`config.mk`:
```
export PLATFORM = sky130hd
export DESIGN_NAME = key_check_debounce
export DESIGN_NICKNAME = d
export VERILOG_FILES = /design/src/rtl/key_check_pkg.sv /design/src/rtl/key_debounce_ch.sv /design/src/rtl/key_check_debounce.sv
export SDC_FILE = /design/constraint.sdc
export NUM_CORES = 1
export LEC_CHECK = 0
export ABC_AREA = 1
export BUFFER_PORTS_ARGS = -buffer_cell sky130_fd_sc_hd__buf_2
export CAP_MARGIN = 10
export CORE_ASPECT_RATIO = 1.5
export CORE_UTILIZATION = 48
export DETAILED_ROUTE_END_ITERATION = 8
export GPL_ROUTABILITY_DRIVEN = 0
export PLACE_DENSITY = 0.7
export SLEW_MARGIN = 30
export SYNTH_ARGS = -nofsm -noshare
export SYNTH_HDL_FRONTEND = slang
export SYNTH_SLANG_ARGS = --single-unit
```
`constraint.sdc`:
```
create_clock -name Clk_50mhz -period 1.9 [get_ports Clk_50mhz]
set_clock_uncertainty 0.2 [all_clocks]
set_input_delay 0.38 -clock Clk_50mhz [delete_from_list [all_inputs] [get_ports Clk_50mhz]]
set_output_delay 0.38 -clock Clk_50mhz [all_outputs]
set_load 0.01 [all_outputs]
```
`src/rtl/key_check_pkg.sv`:
```
// Shared constants, counter-width helper and key index names for the directional key conditioner.
package key_check_pkg;

    localparam int DEBOUNCE_DEFAULT = 1000;
    localparam int DEBOUNCE_BOARD   = 1_000_000;
    localparam int NUM_KEYS         = 4;

    typedef enum logic [1:0] {
        KEY_LEFT  = 2'd0,
        KEY_RIGHT = 2'd1,
        KEY_UP    = 2'd2,
        KEY_DOWN  = 2'd3
    } key_idx_e;

    function automatic int cnt_width(input int n);
        return $clog2(n);
    endfunction

endpackage

```
`src/rtl/key_debounce_ch.sv`:
```
// One key channel: two-flop synchroniser, stable-time counter and registered output.
// KEY_CHECK_LEVEL_OUT_EN selects the debounced level on key instead of a press pulse.
module key_debounce_ch
    import key_check_pkg::*;
#(
    parameter int DEBOUNCE_CYCLES = DEBOUNCE_DEFAULT
) (
    input  logic clk,
    input  logic rst_n,
    input  logic raw,
    output logic key
);

    localparam int CNT_W = cnt_width(DEBOUNCE_CYCLES);
    localparam logic [CNT_W-1:0] LAST = CNT_W'(DEBOUNCE_CYCLES - 1);

    logic             s1, s2, stable;
    logic [CNT_W-1:0] cnt;
    logic             differ, done;

    assign differ = (s2 != stable);
    assign done   = differ && (cnt == LAST);

    always_ff @(posedge clk) begin
        if (!rst_n) begin
            s1     <= 1'b0;
            s2     <= 1'b0;
            stable <= 1'b0;
            cnt    <= '0;
            key    <= 1'b0;
        end else begin
            s1 <= raw;
            s2 <= s1;
            // Any return to the stable level restarts qualification.
            if (!differ) begin
                cnt <= '0;
            end else if (done) begin
                stable <= s2;
                cnt    <= '0;
            end else begin
                cnt <= cnt + CNT_W'(1);
            end
`ifdef KEY_CHECK_LEVEL_OUT_EN
            key <= done ? s2 : stable;
`else
            key <= done & s2;
`endif
        end
    end

endmodule

```
`src/rtl/key_check_debounce.sv`:
```
// Four-channel directional key conditioner; each channel is an independent key_debounce_ch.
// KEY_CHECK_LEVEL_OUT_EN (in the channel) switches outputs from press pulses to debounced levels.
module key_check_debounce
    import key_check_pkg::*;
#(
    parameter int DEBOUNCE_CYCLES = DEBOUNCE_DEFAULT
) (
    input  logic Clk_50mhz,
    input  logic Rst_n,
    input  logic Left,
    input  logic Right,
    input  logic Up,
    input  logic Down,
    output logic Key_left,
    output logic Key_right,
    output logic Key_up,
    output logic Key_down
);

    logic [NUM_KEYS-1:0] raw;
    logic [NUM_KEYS-1:0] key;

    assign raw[int'(KEY_LEFT)]  = Left;
    assign raw[int'(KEY_RIGHT)] = Right;
    assign raw[int'(KEY_UP)]    = Up;
    assign raw[int'(KEY_DOWN)]  = Down;

    for (genvar i = 0; i < NUM_KEYS; i++) begin : g_ch
        key_debounce_ch #(
            .DEBOUNCE_CYCLES(DEBOUNCE_CYCLES)
        ) u_ch (
            .clk   (Clk_50mhz),
            .rst_n (Rst_n),
            .raw   (raw[i]),
            .key   (key[i])
        );
    end

    assign Key_left  = key[int'(KEY_LEFT)];
    assign Key_right = key[int'(KEY_RIGHT)];
    assign Key_up    = key[int'(KEY_UP)];
    assign Key_down  = key[int'(KEY_DOWN)];

endmodule

```
Word level (Yosys, flattened, before mapping)
Index checks and enable logic that the tools add are counted.

Add/sub/neg operators: 4. Eq/ne operators: 8. Bitwise operators: 9. Reduce and logical (&&, ||, !) cells: 12.

Operator list (count): adder 10 x 1 -> 10 bit, second input constant (4); equality test 10 bit, second input constant (4); OR reduction 3 bit (4); AND reduction 2 bit (4); NOT 1 bit (5); bitwise AND 1 bit (4); logical AND 1 bit (4); != test 1 bit (4).

Register bits: 56. Input bits: 6. Output and inout port bits: 4. Word-level logic and storage cells: 53.

Longest topological paths before layout
Depth in word-level cells: 3. Mapped depth: 8. Gate-level depth less buffers: 8.

Hierarchy
A second synthesis with hierarchy kept.

Cell total of the unflattened synthesis: 400. Area, all modules: 2882.8 um^2.

Modules (own cells, without submodules): key_debounce_ch (times used 4, cells each 100, area an instance 720.7 um^2, sequential area each 280.3 um^2).

Worst setup path before layout
No wires, ideal clock.

Path type: register to register. Start point: reg g_ch[0].u_ch.cnt[0]. End point: reg g_ch[0].u_ch.stable. Library setup time: 0.114 ns. Arrival: 0.996 ns. Required time: 1.586 ns. Path slack: 0.590 ns. Stages on the path, launching flop included: 7. Path buffers: 0. Clock period less this slack: 1.310 ns. Path through: dfxtp_1 ha_1 nand2_2 nor3_2 nand2_1 nand3_1 nand2_1.

Longest elaborated chain between the ends: 3.

RTL lines: start: declaration (RTL line key_debounce_ch.sv:18) `logic [CNT_W-1:0] cnt;`; start signal: assignment (RTL line key_debounce_ch.sv:41) `cnt <= cnt + CNT_W'(1);`; equality test 10 bit (RTL line key_debounce_ch.sv:22) `assign done = differ && (cnt == LAST);`; logical AND 1 bit (RTL line key_debounce_ch.sv:22); AND reduction 2 bit (no line); end signal: assignment (RTL line key_debounce_ch.sv:28) `stable <= 1'b0;`; end signal: assignment (RTL line key_debounce_ch.sv:38) `stable <= s2;`; end: declaration (RTL line key_debounce_ch.sv:17) `logic s1, s2, stable;`.

No other way between the ends. A chain may end at the register's enable or synchronous reset.

Worst setup path in the final report
Start point: reg g_ch[0].u_ch.cnt[0]. End point: reg g_ch[0].u_ch.cnt[9].

Longest elaborated chain between the ends: 3. Elaborated cells on any way between the ends: 4. Those cells by class: 1 x add/sub; 1 x eq/ne; 2 x reduce/logical.

RTL lines: parallel branches: the longest is 3 deep, another holds adder 10 x 1 -> 10 bit.

Several ways; the timed one is not identified.

==> impl_metrics.toml <==
[cts]
insertion_delay_ps = 310
htreeDepth = 2
clock-root-buffer = "clkbuf_8"
clk_pin_slew_ps = 100
postCtsHoldBufs = 0
clock_sinks = 56
cts.path.max_buffers = 2
cts_buffers = 5
cts_tree = "built"
postCtsSetupBuffers = 0
post_cts_resize_count = 0

[floorplanning]
core.rowCount = 32
chipHeight_um = 91.0
die_w_um = 61.3
core_area_um2 = 5120
initial_utilization_pct = 49.5
dieArea_um2 = 5580
pin_count = 10

[placed_design]
place_inst = 425
io_buffer_count = 9
placed_area_um2 = 2660
hpwl_um = 3010

[synthesis]
synth_edf_count = 0
syn-num-nets = 360
ys_top_cells_by_area = "dfxtp_1 44%, nand2_1 13%, inv_1 9.2%"
synth_largest_area_cell = "dfxtp_1"
avgSynthCellArea_um2 = 7.24
async_flop_share_pct = 0
synth_ff_type = "dfxtp_1"
syn_inst = 350
ys_ff_latch = 56
yosysUniqueCellTypes = 22
synthDominantCellAreaShare_pct = 44.2
syn_area_um2 = 2530
yosysSeqAreaShare_pct = 44.2
yosysWarnings = 0

[global_route]
overflow = 0
grt_pass1_wl_um = 7400
grt_pass1_vias = 1904
grt_max_degree = 21
track_usage_pct = 17.2
grt_antenna_before_repair = 0

[final_layout]
final_cells = 433
mostFrequentLayoutCells = "85 x nand2_1, 62 x inv_1, 59 x nor2_1"
fillers = 545
area_growth_pct = 8.24
finalInstanceArea_um2 = 2740
fin_util_pct = 53.5
layout_commonest_cell = "nand2_1"
antennaDiodeCount = 0
nets = 374
drive_gt1_share_pct = 9.32

[timing]
worst_pin_slew_ps = 389
final-hold-violation-count = 0
slew-limit-headroom_pct = 74.1
post-route-period-util_pct = 76.5
rsz0062_at_grt = "no"
setup_tns_ps = 0
setup_viol = 0
slew_violations = 0
max_freq_mhz = 688
period_needed_ps = 1450

[routing]
ant_nets = 0
vias = 2003
vias_per_cell = 4.63
drc_errors = 0
firstDrtPassIters = 5
wirelength_um = 4110
dr.first_iter.drc_count = 64
wl_per_cell_um = 9.48

[worst_setup_path]
start_kind = "flop"
crit_fanout = 10
r2r_slack_ps = 450
path_class = "reg -> reg"
arrival_ps = 1460
cp-end-kind = "flop"
crit_required_ps = 1900

[pwr]
power_mw = 1.86
ir_drop_mv = 0.380
powerDensity_nw_per_um2 = 679
power.leakage_nw = 1.16

[status]
outcome = "completed"

[job]
maxCapViolations = 0

[hold_path]
hold_class = "in -> reg"
==> power breakdown <==
group          switching [mW]  total, mW  internal, mW
clock network           0.382      0.640         0.258
registers             0.00543       1.19          1.18
logic                  0.0222     0.0338        0.0116
==> worst max-delay path, cell delays in order, from the launching register on <==
cell     delay (ps)
dfxtp_1         380
ha_1            230
inv_1            60
nor2_1          130
nand3_1         100
nand3_2         190
nor2_1           70
==> routing by layer <==
metal  vias to the layer above  share of wire (%)  GRT usage (%)
met5                         -                  0              0
met4                         0               0.93           8.15
met3                         2                1.8           3.56
met2                        12                 52           29.9
met1                       899                 45           19.0
li1                       1090                  -              -
==> worst paths after layout <==
kind,end,cells after the start,start
min,g_ch[3].u_ch.s1,3,Down
min reg2reg,g_ch[1].u_ch.s2,2,g_ch[1].u_ch.s1
max reg2reg,g_ch[0].u_ch.cnt[9],6,g_ch[0].u_ch.cnt[0]
max,g_ch[0].u_ch.cnt[9],6,g_ch[0].u_ch.cnt[0]
==> area by class of cell <==
| type | count | area [um2] | share of cell area, % |
|---|---|---|---|
| flip-flops and latches | 56 | 1120 | 40.9 |
| clock inverters | 3 | 18.8 | 0.684 |
| inverters | 62 | 233 | 8.48 |
| clock buffers | 5 | 68.8 | 2.51 |
| multi-input cells | 230 | 1170 | 42.7 |
| repair buffers | 9 | 45.0 | 1.64 |
| well taps | 68 | 85.1 | 3.10 |
==> state kept, by name, indices dropped and copies added, names as in the netlist <==
| name | count |
|---|---|
| g_ch.u_ch.s1 | 4 |
| g_ch.u_ch.key | 4 |
| g_ch.u_ch.s2 | 4 |
| g_ch.u_ch.stable | 4 |
| g_ch.u_ch.cnt | 40 |
==> through the flow <==
step	hold WS, ps	setup WS, ps
2_1_floorplan	190	590
3_3_place_gp	195	470
3_5_place_dp	197	437
4_1_cts	32.3	430
5_1_grt	46.4	304
6_report	45.4	447
==> Yosys cell counts, types with 2 or more instances <==
library cell,instances
nor2_4,2
nand2_1,85
nor2_1,59
nand3_1,21
nand3b_1,2
nand3_2,6
o21bai_1,4
o21ai_0,2
ha_1,4
nor2_2,6
nand4_1,10
xor2_1,14
inv_1,62
nor3_1,4
dfxtp_1,56
xnor2_1,7
==> kinds of logic after synthesis <==
group | count (synthesis) | share of synthesized area [%]
simple gates | 198 | 35.1
buf+inv | 64 | 9.53
compound gates | 7 | 1.88
xor+xnor | 21 | 7.26
fa+ha+maj | 4 | 1.97
flops | 56 | 44.2
Note: power is estimated with default switching activity, not from simulation.
